File: config.mk
export PLATFORM = sky130hd
export DESIGN_NAME = ifetch_prefetch
export DESIGN_NICKNAME = d
export VERILOG_FILES = /design/src/rtl/ifetch_prefetch.sv
export SDC_FILE = /design/constraint.sdc
export NUM_CORES = 1
export LEC_CHECK = 0
export CORE_UTILIZATION = 45
export DETAILED_ROUTE_END_ITERATION = 6
export PLACE_DENSITY = 0.72
export SYNTH_ARGS = -nofsm -noshare
export SYNTH_HDL_FRONTEND = slang
export SYNTH_SLANG_ARGS = --single-unit
File: constraint.sdc
create_clock -name clock -period 3 [get_ports clock]
set_clock_uncertainty 0.1 [all_clocks]
set_input_delay 0.6 -clock clock [delete_from_list [all_inputs] [get_ports clock]]
set_output_delay 0.6 -clock clock [all_outputs]
set_load 0.03 [all_outputs]
File: src/rtl/ifetch_prefetch.sv
// Sequential instruction prefetch queue between the pipeline fetch port and the ITCM.
// Optional hit/redirect counters are built when PREFETCH_STATS_EN is defined.
module ifetch_prefetch #(
  parameter int unsigned DEPTH  = 4,
  parameter int unsigned ADDR_W = 32
) (
  input  logic              clock,
  input  logic              reset,
  input  logic [ADDR_W-1:0] cpu_addr,
  input  logic              cpu_rd,
  output logic [31:0]       cpu_rd_data,
  output logic              cpu_waitrequest,
  output logic [ADDR_W-1:0] mem_addr,
  output logic              mem_rd,
  input  logic [31:0]       mem_rd_data,
  input  logic              mem_waitrequest
`ifdef PREFETCH_STATS_EN
  ,
  output logic [31:0]       stat_hits,
  output logic [31:0]       stat_misses
`endif
);

  localparam int unsigned DATA_W = 32;
  localparam int unsigned PTR_W  = $clog2(DEPTH);
  localparam int unsigned CNT_W  = PTR_W + 1;

  typedef enum logic [1:0] {
    IDLE,
    REDIRECT,
    STREAM
  } state_t;

  state_t              state, state_nxt;
  logic [DATA_W-1:0]   fifo_q [DEPTH];
  logic [PTR_W-1:0]    wr_ptr, rd_ptr;
  logic [CNT_W-1:0]    count;
  logic [ADDR_W-1:0]   head_addr, fetch_ptr;
  logic [ADDR_W-1:0]   cpu_word;
  logic                addr_match;
  logic                hit, redirect, push;
  logic                unused_addr_bits;

  // Byte offset within a word is don't-care for fetches.
  assign cpu_word         = {cpu_addr[ADDR_W-1:2], 2'b00};
  assign unused_addr_bits = ^cpu_addr[1:0];
  assign addr_match       = (cpu_word == head_addr);

  assign mem_addr    = fetch_ptr;
  assign cpu_rd_data = (count != '0) ? fifo_q[rd_ptr] : '0;

  always_ff @(posedge clock) begin
    if (reset) state <= IDLE;
    else       state <= state_nxt;
  end

  // Next state, ITCM strobe and the combinational hit handshake.
  always_comb begin
    state_nxt       = state;
    mem_rd          = 1'b0;
    cpu_waitrequest = 1'b1;
    hit             = 1'b0;
    redirect        = 1'b0;
    push            = 1'b0;
    case (state)
      IDLE: begin
        if (cpu_rd) begin
          redirect  = 1'b1;
          state_nxt = REDIRECT;
        end
      end
      REDIRECT: begin
        mem_rd = 1'b1;
        if (!mem_waitrequest) begin
          push      = 1'b1;
          state_nxt = STREAM;
        end
      end
      STREAM: begin
        mem_rd = (count < CNT_W'(DEPTH));
        if (cpu_rd && !addr_match) begin
          // Non-sequential fetch: any beat landing this cycle is stale.
          redirect  = 1'b1;
          state_nxt = REDIRECT;
        end else begin
          push = mem_rd && !mem_waitrequest;
          if (cpu_rd && (count != '0)) begin
            hit             = 1'b1;
            cpu_waitrequest = 1'b0;
          end
        end
      end
      default: state_nxt = IDLE;
    endcase
  end

  // Queue pointers and the head/fetch address pair.
  always_ff @(posedge clock) begin
    if (reset) begin
      wr_ptr    <= '0;
      rd_ptr    <= '0;
      count     <= '0;
      head_addr <= '0;
      fetch_ptr <= '0;
    end else if (redirect) begin
      wr_ptr    <= '0;
      rd_ptr    <= '0;
      count     <= '0;
      head_addr <= cpu_word;
      fetch_ptr <= cpu_word;
    end else begin
      if (push) begin
        wr_ptr    <= wr_ptr + PTR_W'(1);
        fetch_ptr <= fetch_ptr + ADDR_W'(4);
      end
      if (hit) begin
        rd_ptr    <= rd_ptr + PTR_W'(1);
        head_addr <= head_addr + ADDR_W'(4);
      end
      count <= count + CNT_W'(push) - CNT_W'(hit);
    end
  end

  always_ff @(posedge clock) begin
    if (push) fifo_q[wr_ptr] <= mem_rd_data;
  end

`ifdef PREFETCH_STATS_EN
  // Saturating event counters.
  always_ff @(posedge clock) begin
    if (reset) begin
      stat_hits   <= '0;
      stat_misses <= '0;
    end else begin
      if (hit && !(&stat_hits))        stat_hits   <= stat_hits + 32'(1);
      if (redirect && !(&stat_misses)) stat_misses <= stat_misses + 32'(1);
    end
  end
`endif

endmodule
==> results_dict.tcl, run 1 <==
set metrics [dict create \
    netlist-cell-type-count 56 \
    grt_pass1_wl_um 36900 \
    placement_rows 52 \
    power.static_leakage_uw 0.00463 \
    postCtsHoldBufs 0 \
    max_slew_violation_count 0 \
    layout_min_cycle_time_ps 2970 \
    rsz0062_at_grt "true" \
    synth_area_per_cell_um2 12.3 \
    area_growth_syn_to_layout_pct 31.5 \
    drcViolationCount 0 \
    grt_start_max_net_pins 36 \
    share_clk_of_total_power_pct 28.6 \
    synth.top_cells.by_area "sky130_fd_sc_hd__edfxtp_1, sky130_fd_sc_hd__dfxtp_1, sky130_fd_sc_hd__mux4_2" \
    yosysWarningCount 0 \
    number_of_failing_setup_endpoints_in_the_final_timing_report 0 \
    yosys_top_cell_by_area "sky130_fd_sc_hd__edfxtp_1" \
    worstSetupPathType "in2reg" \
    worstSetupStartpoint "cpu_addr[6]" \
    clock_sink_count 199 \
    min-delay-path-class "in2reg" \
    worst_slew_pin_slew_ps 702 \
    cts.clk_slew.worst_paths_ps 80 \
    grt.total_usage_pct 22.7 \
    synthCells 753 \
    via_per_inst 5.58 \
    antenna_diode_count 0 \
    numCtsBuffers 17 \
    synth_enable_flop_cells 128 \
    clk_latency_ps 440 \
    die_area_um2 21200 \
    startpoint_type "input port" \
    p_comb_share_pct 27.0 \
    netSwitchingPower_uw 2590 \
    p_sw_share_pct 32.8 \
    required_ps 3230 \
    max-cap-violations 0 \
    overflow 0 \
    antenna_violations_before_repair 0 \
    start_util_pct 45.8 \
    design.core.area_um2 20200 \
    vdd_drop_max_v 0.000474 \
    dominantRegCellSynth "sky130_fd_sc_hd__edfxtp_1" \
    status "finished clean" \
    num-nets-final 1053 \
    holdCritStartpoint "cpu_addr[30]" \
    tritoncts_clock_tree "built" \
    instances_no_fill 1253 \
    synth_seq_area_share_pct 56.8 \
    grt_pass1_vias 6987 \
    regToRegStartpoint "head_addr[6]$_SDFFE_PP0P_" \
    syn_area_um2 9270 \
    number_of_hold_violations_in_the_final_report 0 \
    die_y_um 146 \
    power_density_nw_per_um2 649 \
    synthArstFlopShare_pct 0 \
    cts.path.max_buffers 2 \
    fin_crit_sh_pct 98.9 \
    cts_htree_levels 4 \
    ant_nets 0 \
    cp-end-kind "register" \
    detailroute.via_count 6997 \
    detailed_place_hpwl_um 16400 \
    place_congestion 0.885 \
    number_of_placed_i_o_pins 134 \
    total_power_uw 7910 \
    p_int_uw 5320 \
    power_frac_seq_pct 44.3 \
    timing.critical_path.arrival_ps 3200 \
    numPortBuffers 129 \
    drt_pre_antenna_iters 6 \
    chipWidth_um 146 \
    detail_route.wl_per_cell_um 18.6 \
    share_of_layout_cells_above_drive_strength_1_pct 24.8 \
    slew_headroom_pct 53.2 \
    route.final.wire_length_um 23300 \
    dp.cells 1215 \
    drt_first_iter_violations 471 \
    critical_path.max_fanout 2 \
    clock-root-buffer "sky130_fd_sc_hd__clkbuf_16" \
    yosys_register_bits 199 \
    yosys.area.top_type_share_pct 41.5 \
    max_freq_ghz 0.337 \
]
==> per-stage QoR <==
stage	instance area, um^2	utilization [%]	TNS, ps	hold WS [ps]	worst slack (ps)
after floorplan	9310	-	-183	385	-172
after global placement	11500	56.9	-40720	404	-723
after detailed placement	11500	56.9	-42620	403	-741
after CTS	12100	60.0	0	434	18.3
after global routing	12200	60.2	-62.2	384	-61.1
final	12200	60.2	0	378	31.8
==> repair_timing <==
item	in CTS	in global routing
endpoints found under the setup margin	5	12
pin swaps	15	15
buffers inserted	5	2
resized for setup	31	26
==> sequential cells by signal, indices dropped and copies added (netlist names), named ones only <==
signal and flops:
wr_ptr 2, state 2, fifo_q 128, mem_addr 30
count 3, rd_ptr 2, head_addr 30
==> routing by layer <==
layer / vias to the layer above / track usage [%] / wire length, um / share of wire, %
li1: 3285 / - / - / -
met1: 3377 / 28.4 / 9480 / 41
met2: 270 / 37.7 / 11300 / 49
met3: 65 / 4.23 / 1430 / 6.1
met4: 0 / 11.7 / 1090 / 4.7
met5: - / 0 / 0 / 0
==> final cells by class <==
class	instances	area [um^2]
Fill cell	1636	8050
Inverter	19	71.3
Multi-Input combinational cell	496	3830
Clock inverter	14	168
Tap cell	270	338
Sequential cell	199	5270
Clock buffer	17	425
Timing Repair Buffer	238	2080
==> power groups by stage <==
stage               clock network, uW  registers (uW)  logic (uW)
global placement                    0            3550        2070
detailed placement                  0            3550        2100
global route                     2410            3560        2300
CTS                              2300            3500        2120
floorplan                           0            3760         910
finish                           2270            3510        2140
==> Yosys cell counts, types with 4 or more instances <==
cell type	number
sky130_fd_sc_hd__a211o_1	7
sky130_fd_sc_hd__a21o_1	4
sky130_fd_sc_hd__a21oi_1	24
sky130_fd_sc_hd__a221o_1	11
sky130_fd_sc_hd__a222oi_1	9
sky130_fd_sc_hd__a31oi_1	6
sky130_fd_sc_hd__and2_1	44
sky130_fd_sc_hd__and3_1	15
sky130_fd_sc_hd__and4_1	8
sky130_fd_sc_hd__buf_1	5
sky130_fd_sc_hd__buf_2	10
sky130_fd_sc_hd__buf_4	4
sky130_fd_sc_hd__buf_6	4
sky130_fd_sc_hd__clkbuf_1	17
sky130_fd_sc_hd__dfxtp_1	71
sky130_fd_sc_hd__edfxtp_1	128
sky130_fd_sc_hd__ha_1	13
sky130_fd_sc_hd__inv_1	19
sky130_fd_sc_hd__mux2i_1	4
sky130_fd_sc_hd__mux4_2	32
sky130_fd_sc_hd__nand2_1	50
sky130_fd_sc_hd__nand3_1	20
sky130_fd_sc_hd__nand4_1	14
sky130_fd_sc_hd__nor2_1	47
sky130_fd_sc_hd__nor2b_1	5
sky130_fd_sc_hd__nor3_1	12
sky130_fd_sc_hd__nor3b_1	7
sky130_fd_sc_hd__nor4_1	11
sky130_fd_sc_hd__o211a_1	10
sky130_fd_sc_hd__o211ai_1	10
sky130_fd_sc_hd__o21ai_0	40
sky130_fd_sc_hd__o311ai_0	5
sky130_fd_sc_hd__or3_1	9
sky130_fd_sc_hd__xnor2_1	9
sky130_fd_sc_hd__xor2_1	36
==> worst max-delay path: stages <==
cell	delay, ps
sky130_fd_sc_hd__dlygate4sd2_1	250
sky130_fd_sc_hd__xor2_1	150
sky130_fd_sc_hd__nor4_2	310
sky130_fd_sc_hd__nand4_1	260
sky130_fd_sc_hd__o211ai_1	290
sky130_fd_sc_hd__and2_4	190
sky130_fd_sc_hd__inv_2	40
sky130_fd_sc_hd__ha_4	200
sky130_fd_sc_hd__inv_2	60
sky130_fd_sc_hd__ha_4	110
sky130_fd_sc_hd__inv_2	30
sky130_fd_sc_hd__fa_2	350
sky130_fd_sc_hd__xor2_2	160
sky130_fd_sc_hd__xnor2_1	150
sky130_fd_sc_hd__nor2_1	50
==> cell families (layout without fill, tap and decap cells) <==
kind of cell,after synthesis,in the layout,synth area share [%]
AOI/OAI and AO/OA,145,145,11.0
xor gates and xnor gates,45,45,4.25
adders and majority gates,14,14,1.97
buffers and inverters,59,288,3.01
DFF,199,199,56.8
muxes,36,36,8.21
other,1,2,0.0404
and+or+nand+nor,254,254,14.7
==> final timing paths <==
kind                                to  cells past startpoint  slack (ps)
max                count[2]$_SDFF_PP0_                     15          30
min          mem_addr[30]$_SDFFE_PP0P_                      3         380
max reg2reg        count[2]$_SDFF_PP0_                     14          50
min reg2reg   mem_addr[9]$_SDFFE_PP0P_                      2         430
==> cells in the final DEF, fill, tap and decap left out, types with 32 or more instances in the layout <==
cell and instances:
sky130_fd_sc_hd__and2_1 43, sky130_fd_sc_hd__buf_4 135, sky130_fd_sc_hd__clkdlybuf4s50_1 69, sky130_fd_sc_hd__dfxtp_1 65, sky130_fd_sc_hd__edfxtp_1 128, sky130_fd_sc_hd__mux4_2 32, sky130_fd_sc_hd__nand2_1 50, sky130_fd_sc_hd__nor2_1 46
sky130_fd_sc_hd__o21ai_0 40, sky130_fd_sc_hd__xor2_1 32
Note: power is estimated with default switching activity, not from simulation.
==> inputs of run 2 (changes only) <==
CORE_MARGIN = 10   (was not set)
PLACE_DENSITY = 0.68   (was 0.72)
==> run 2 against run 1 <==
Total power grew 0.48%. Worst setup slack better by 60 ps. Critical path depth is 1 higher. Flip-flop and latch count unchanged. Via count shrank 0.86%. First-iteration DRC count rose by 20%. Clock power up 2%. Combinational power about the same. Critical path type unchanged.
==> results_dict.tcl, run 2 (synthesis gave the netlist of run 1 again) <==
set metrics [dict create \
    cts_htree_levels 4 \
    number_of_placed_i_o_pins 134 \
    grt_pass1_wl_um 37800 \
    r2r_end "count[2]$_SDFF_PP0_" \
    layout_min_cycle_time_ps 2910 \
    min-delay-path-class "in2reg" \
    finalInstanceArea_um2 12200 \
    placement_rows 52 \
    antenna_violations_before_repair 2 \
    clock-root-buffer "sky130_fd_sc_hd__clkbuf_16" \
    die_area_um2 26700 \
    area_growth_syn_to_layout_pct 31.5 \
    postCtsHoldBufs 0 \
    route.final.wire_length_um 24000 \
    drt_first_iter_violations 564 \
    required_ps 3230 \
    max-cap-violations 0 \
    setup_slack_on_the_worst_flop_to_flop_path_ps 110 \
    power_density_nw_per_um2 652 \
    holdCritStartpoint "cpu_addr[30]" \
    clock_sink_count 199 \
    mostFrequentLayoutCell "sky130_fd_sc_hd__edfxtp_1" \
    clk_latency_ps 440 \
    detailed_place_hpwl_um 17500 \
    min_delay_worst_endpoint "mem_addr[30]$_SDFFE_PP0P_" \
    tritoncts_clock_tree "built" \
    via_per_inst 5.56 \
    fin_crit_sh_pct 96.9 \
    largest_reg_flops 128 \
    drcViolationCount 0 \
    cp-end-kind "register" \
    total_power_uw 7950 \
    dp.cells 1211 \
    detail_route.wl_per_cell_um 19.3 \
    max_slew_violation_count 0 \
    detailroute.via_count 6937 \
    regToRegStartpoint "head_addr[14]$_SDFFE_PP0P_" \
    start_util_pct 45.8 \
    worstSetupPathType "in2reg" \
    detailed_place.area_um2 11500 \
    share_of_layout_cells_above_drive_strength_1_pct 23.3 \
    place_congestion 0.900 \
    max_freq_ghz 0.344 \
    drt_pre_antenna_iters 4 \
    number_of_hold_violations_in_the_final_report 0 \
    cts.path.max_buffers 2 \
    startpoint_type "input port" \
    timing.critical_path.arrival_ps 3140 \
    power.static_leakage_uw 0.00464 \
    overflow 0 \
    rsz0062_at_grt "true" \
    grt.total_usage_pct 18.1 \
    worst_slew_pin_slew_ps 574 \
    min_delay_path_depth 3 \
    registers.top_by_ff_count "fifo_q" \
    design.core.area_um2 20200 \
    instances_no_fill 1247 \
    status "finished clean" \
    numCtsBuffers 17 \
    grt_pass1_vias 6942 \
    cts.clk_slew.worst_paths_ps 90 \
    die_y_um 164 \
    grt_start_max_net_pins 36 \
    critical_path.max_fanout 2 \
    num-nets-final 1045 \
    ant_nets 0 \
    chipWidth_um 164 \
    number_of_cells_on_the_worst_reg_to_reg_path 15 \
    totalNegativeSetupSlack_ps 0 \
    slew_headroom_pct 61.7 \
    mostFrequentLayoutCells "sky130_fd_sc_hd__edfxtp_1, sky130_fd_sc_hd__buf_4, sky130_fd_sc_hd__dfxtp_1" \
    numPortBuffers 129 \
    vdd_drop_max_v 0.000418 \
    number_of_failing_setup_endpoints_in_the_final_timing_report 0 \
]
## run 2: cell types whose count changed in the layout (fill, tap and decap cells not counted), sizes merged
| cell | delta |
|---|---|
| buf | -8 |
| dlymetal6s2s | +4 |
| clkdlybuf4s50 | -3 |
| dlygate4sd2 | +3 |
| clkbuf | -2 |
| inv | -2 |
| clkinv | +1 |
| diode | +1 |
## run 2: worst max-delay path by stage
stage / start / endpoint / slack, ps / depth (start not counted)
final: cpu_addr[29] / count[2]$_SDFF_PP0_ / 90 / 16
after global routing: head_addr[14]$_SDFFE_PP0P_ / count[2]$_SDFF_PP0_ / -40 / 15
after CTS: cpu_addr[3] / count[2]$_SDFF_PP0_ / 2 / 15
after detailed placement: cpu_addr[7] / count[2]$_SDFF_PP0_ / -710 / 15
after global placement: cpu_addr[14] / count[2]$_SDFF_PP0_ / -720 / 16
after floorplan: cpu_addr[8] / count[2]$_SDFF_PP0_ / -170 / 15
## run 2: area by class of cell
class	instances	area, um^2
inverters	19	71.3
multi-input cells	496	3830
flip-flops and latches	199	5270
well taps	270	338
diodes	1	2.50
fillers	1644	8040
clock buffers	19	454
clock inverters	13	164
repair buffers	230	2060
## run 2: layer usage
layer	GRT usage [%]	routed length (um)	vias up
li1	-	-	3280
met1	22.8	10200	3402
met2	29.8	11700	218
met3	4.35	1540	37
met4	6.58	611	0
met5	0	0	-
## run 2: timing repair
action	in CTS	in global routing
gates resized for setup	32	16
setup buffers	3	0
pin swaps	15	14
endpoints found under the setup margin	3	3
## run 2: power breakdown
group,switching [uW],internal (uW),leakage [uW]
logic,1160,969,0.00261
registers,302,3200,0.00174
clock network,1150,1180,0.000299
total,2610,5340,0.00464
## run 2: per-stage QoR
step / worst slack [ps] / util [%] / hold WS (ps)
floorplan: -172 / - / 385
global placement: -724 / 56.8 / 412
detailed placement: -714 / 56.8 / 411
CTS: 1.99 / 60.0 / 426
global route: -43.8 / 60.3 / 423
finish: 91.7 / 60.3 / 404
## run 2: worst max-delay path, cell delays in order
cell and delay [ps]:
sky130_fd_sc_hd__dlygate4sd2_1 250, sky130_fd_sc_hd__xor2_1 140, sky130_fd_sc_hd__nor4_1 250, sky130_fd_sc_hd__buf_4 160, sky130_fd_sc_hd__nand4_1 160, sky130_fd_sc_hd__o211ai_1 260
sky130_fd_sc_hd__and2_4 180, sky130_fd_sc_hd__inv_2 40, sky130_fd_sc_hd__ha_4 200, sky130_fd_sc_hd__inv_2 60, sky130_fd_sc_hd__ha_4 110, sky130_fd_sc_hd__inv_2 30
sky130_fd_sc_hd__fa_2 320, sky130_fd_sc_hd__xor2_1 170, sky130_fd_sc_hd__xnor2_1 150, sky130_fd_sc_hd__nor2_1 50
==> inputs of run 3 (changes only) <==
GPL_TIMING_DRIVEN = 1   (was not set)
MAX_ROUTING_LAYER = met4   (was not set)
==> run 3 against run 2 <==
The flow now finishes with violations (setup timing). Register-to-register slack worse by 100 ps. Wire length increased by 2.6%. Sequential share of layout area fell by 0.055 points. Utilization increased by 0.11 points. Combinational power barely moved. Design area increased by 0.17%. Non-clock buffer count is 5 higher. Sequential power barely moved. Final cell count grew 0.40%. Total power fell by 1.1%. Via count increased by 0.27%. Maximum frequency down 3.9%. Critical endpoint unchanged. Largest cell class unchanged. Largest power group unchanged.
==> results_dict.tcl, run 3 (synthesis gave the netlist of run 1 again) <==
set metrics [dict create \
    final.hold.worst_slack_ps 419 \
    regToRegStartpoint "head_addr[14]$_SDFFE_PP0P_" \
    place_congestion 0.922 \
    cts.clk_slew.worst_paths_ps 70 \
    antenna_violations_before_repair 2 \
    crit_top_cell "sky130_fd_sc_hd__inv_2" \
    number_of_hold_violations_in_the_final_report 0 \
    timing.critical_path.arrival_ps 3250 \
    vdd_drop_max_v 0.000394 \
    fin_crit_sh_pct 101 \
    crit_chain "dlygate4sd2_1, xor2_1, nor4_2, nand4_1, o211ai_1, and2_4, inv_2, ha_4, inv_2, ha_4, inv_2, fa_2, xor2_1, xnor2_1, nor2_1" \
    registers.top_by_ff_count "fifo_q" \
    cts_htree_levels 4 \
    grt_start_max_net_pins 36 \
    detail_route.wl_per_cell_um 19.7 \
    placement_rows 52 \
    overflow 0 \
    detailed_place_hpwl_um 17700 \
    ant_nets 0 \
    cp-end-kind "register" \
    drt_first_iter_violations 507 \
    max-cap-violations 0 \
    drt_pre_antenna_iters 7 \
    route.final.wire_length_um 24700 \
    setup_slack_on_the_worst_flop_to_flop_path_ps 10 \
    clk_latency_ps 430 \
    worstSetupPathType "in2reg" \
    mostFrequentLayoutCells "sky130_fd_sc_hd__buf_4, sky130_fd_sc_hd__edfxtp_1, sky130_fd_sc_hd__dfxtp_1" \
    required_ps 3230 \
    power_density_nw_per_um2 644 \
    max_slew_violation_count 0 \
    mostFrequentLayoutCell "sky130_fd_sc_hd__buf_4" \
    via_per_inst 5.56 \
    clock_sink_count 199 \
    drcViolationCount 0 \
    number_of_placed_i_o_pins 134 \
    status "complete, but fails checks" \
    area_growth_syn_to_layout_pct 31.8 \
    share_of_layout_cells_above_drive_strength_1_pct 24.1 \
    largest_reg_flops 128 \
    failed_checks "setup timing" \
    die_area_um2 26700 \
    worst_slew_pin_slew_ps 653 \
    preCtsSetupSlack_ps -739 \
    clock-root-buffer "sky130_fd_sc_hd__clkbuf_16" \
    critical_path.max_fanout 2 \
    r2r_end "count[2]$_SDFF_PP0_" \
    slew_headroom_pct 56.4 \
    numPortBuffers 129 \
    min-delay-path-class "reg2reg" \
    max_stage_delay_ps 340 \
    number_of_failing_setup_endpoints_in_the_final_timing_report 1 \
    start_util_pct 45.8 \
    max_freq_ghz 0.330 \
    die_y_um 164 \
    layout_min_cycle_time_ps 3030 \
    min_delay_worst_endpoint "mem_addr[9]$_SDFFE_PP0P_" \
    timing.critical_path.slowest_stage_cell "sky130_fd_sc_hd__nor4_2" \
    power.static_leakage_uw 0.00465 \
    holdCritStartpoint "mem_addr[9]$_SDFFE_PP0P_" \
    grt.total_usage_pct 18.8 \
    design.core.area_um2 20200 \
    setup_slack_ps -26.7 \
    num-nets-final 1050 \
    worst-path-buf-inv 4 \
    rsz0062_at_grt "true" \
    tritoncts_clock_tree "built" \
    critical-path-top-delay-family "simple AND/OR/NAND/NOR gates" \
    numCtsBuffers 17 \
    detailroute.via_count 6956 \
    chipWidth_um 164 \
    min_delay_path_depth 2 \
    grt_pass1_vias 6833 \
    postCtsHoldBufs 0 \
    grt_pass1_wl_um 38000 \
    startpoint_type "input port" \
    number_of_cells_on_the_worst_reg_to_reg_path 15 \
    cts.path.max_buffers 2 \
]
run 3: cell count changes in the layout (fill, tap and decap cells not counted), moves of 2 or more:
cell                            delta
sky130_fd_sc_hd__clkinv_8          -4
sky130_fd_sc_hd__inv_8             +3
sky130_fd_sc_hd__clkinvlp_4        +2
sky130_fd_sc_hd__nor4_2            +2
sky130_fd_sc_hd__buf_4             +4
sky130_fd_sc_hd__dlygate4sd2_1     -4
run 3: worst register-to-register path: cells and delay by family, from the launching register on:
family	cells	cell delay [ps]
xor gates and xnor gates	3	460
DFF	1	370
adders and majority gates	3	650
buffers and inverters	4	280
and+or+nand+nor	4	680
AOI/OAI and AO/OA	1	320
run 3: timing repair:
item | in CTS | in global routing
endpoints found under the setup margin | 3 | 12
resized for setup | 32 | 21
setup buffers | 5 | 3
pin swaps | 16 | 15
cloned | 0 | 0
run 3: area by class of cell:
| class | instances | area [um^2] |
|---|---|---|
| diodes | 1 | 2.50 |
| clock buffers | 17 | 425 |
| clock inverters | 15 | 151 |
| fillers | 1650 | 8020 |
| inverters | 19 | 71.3 |
| multi-input cells | 496 | 3840 |
| flip-flops and latches | 199 | 5270 |
| well taps | 270 | 338 |
| repair buffers | 235 | 2110 |
run 3: worst max-delay path by stage:
stage	end	from	slack [ps]	cells past startpoint
2_1_floorplan	count[2]$_SDFF_PP0_	cpu_addr[8]	-170	15
3_3_place_gp	count[2]$_SDFF_PP0_	cpu_addr[14]	-720	16
3_5_place_dp	count[2]$_SDFF_PP0_	cpu_addr[7]	-740	15
4_1_cts	count[2]$_SDFF_PP0_	cpu_addr[23]	20	16
5_1_grt	count[2]$_SDFF_PP0_	cpu_addr[2]	-150	15
6_report	count[2]$_SDFF_PP0_	cpu_addr[2]	-30	15
run 3: power by group:
group / switching, uW / internal [uW]
clock: 1090 / 1110
combinational: 1180 / 988
sequential: 298 / 3200
total: 2560 / 5300
run 3: per-stage QoR:
step                      cells  area (um^2)  util [%]  total power (uW)  TNS [ps]
after global routing       1252        12200      60.4              8230      -151
after detailed placement   1211        11500      56.8              5670    -36910
final                      1252        12200      60.4              7860     -26.7
after CTS                  1248        12100      60.0              7910         0
after global placement     1211        11500      56.8              5650    -37110
after floorplan             754         9310         -              4670      -183
run 3: layer usage:
layer | global-route usage (%) | part of all wire [%]
met4 | 6.42 | 2.3
met2 | 30.6 | 49
met5 | - | 0
met1 | 23.2 | 43
met3 | 3.40 | 5.2
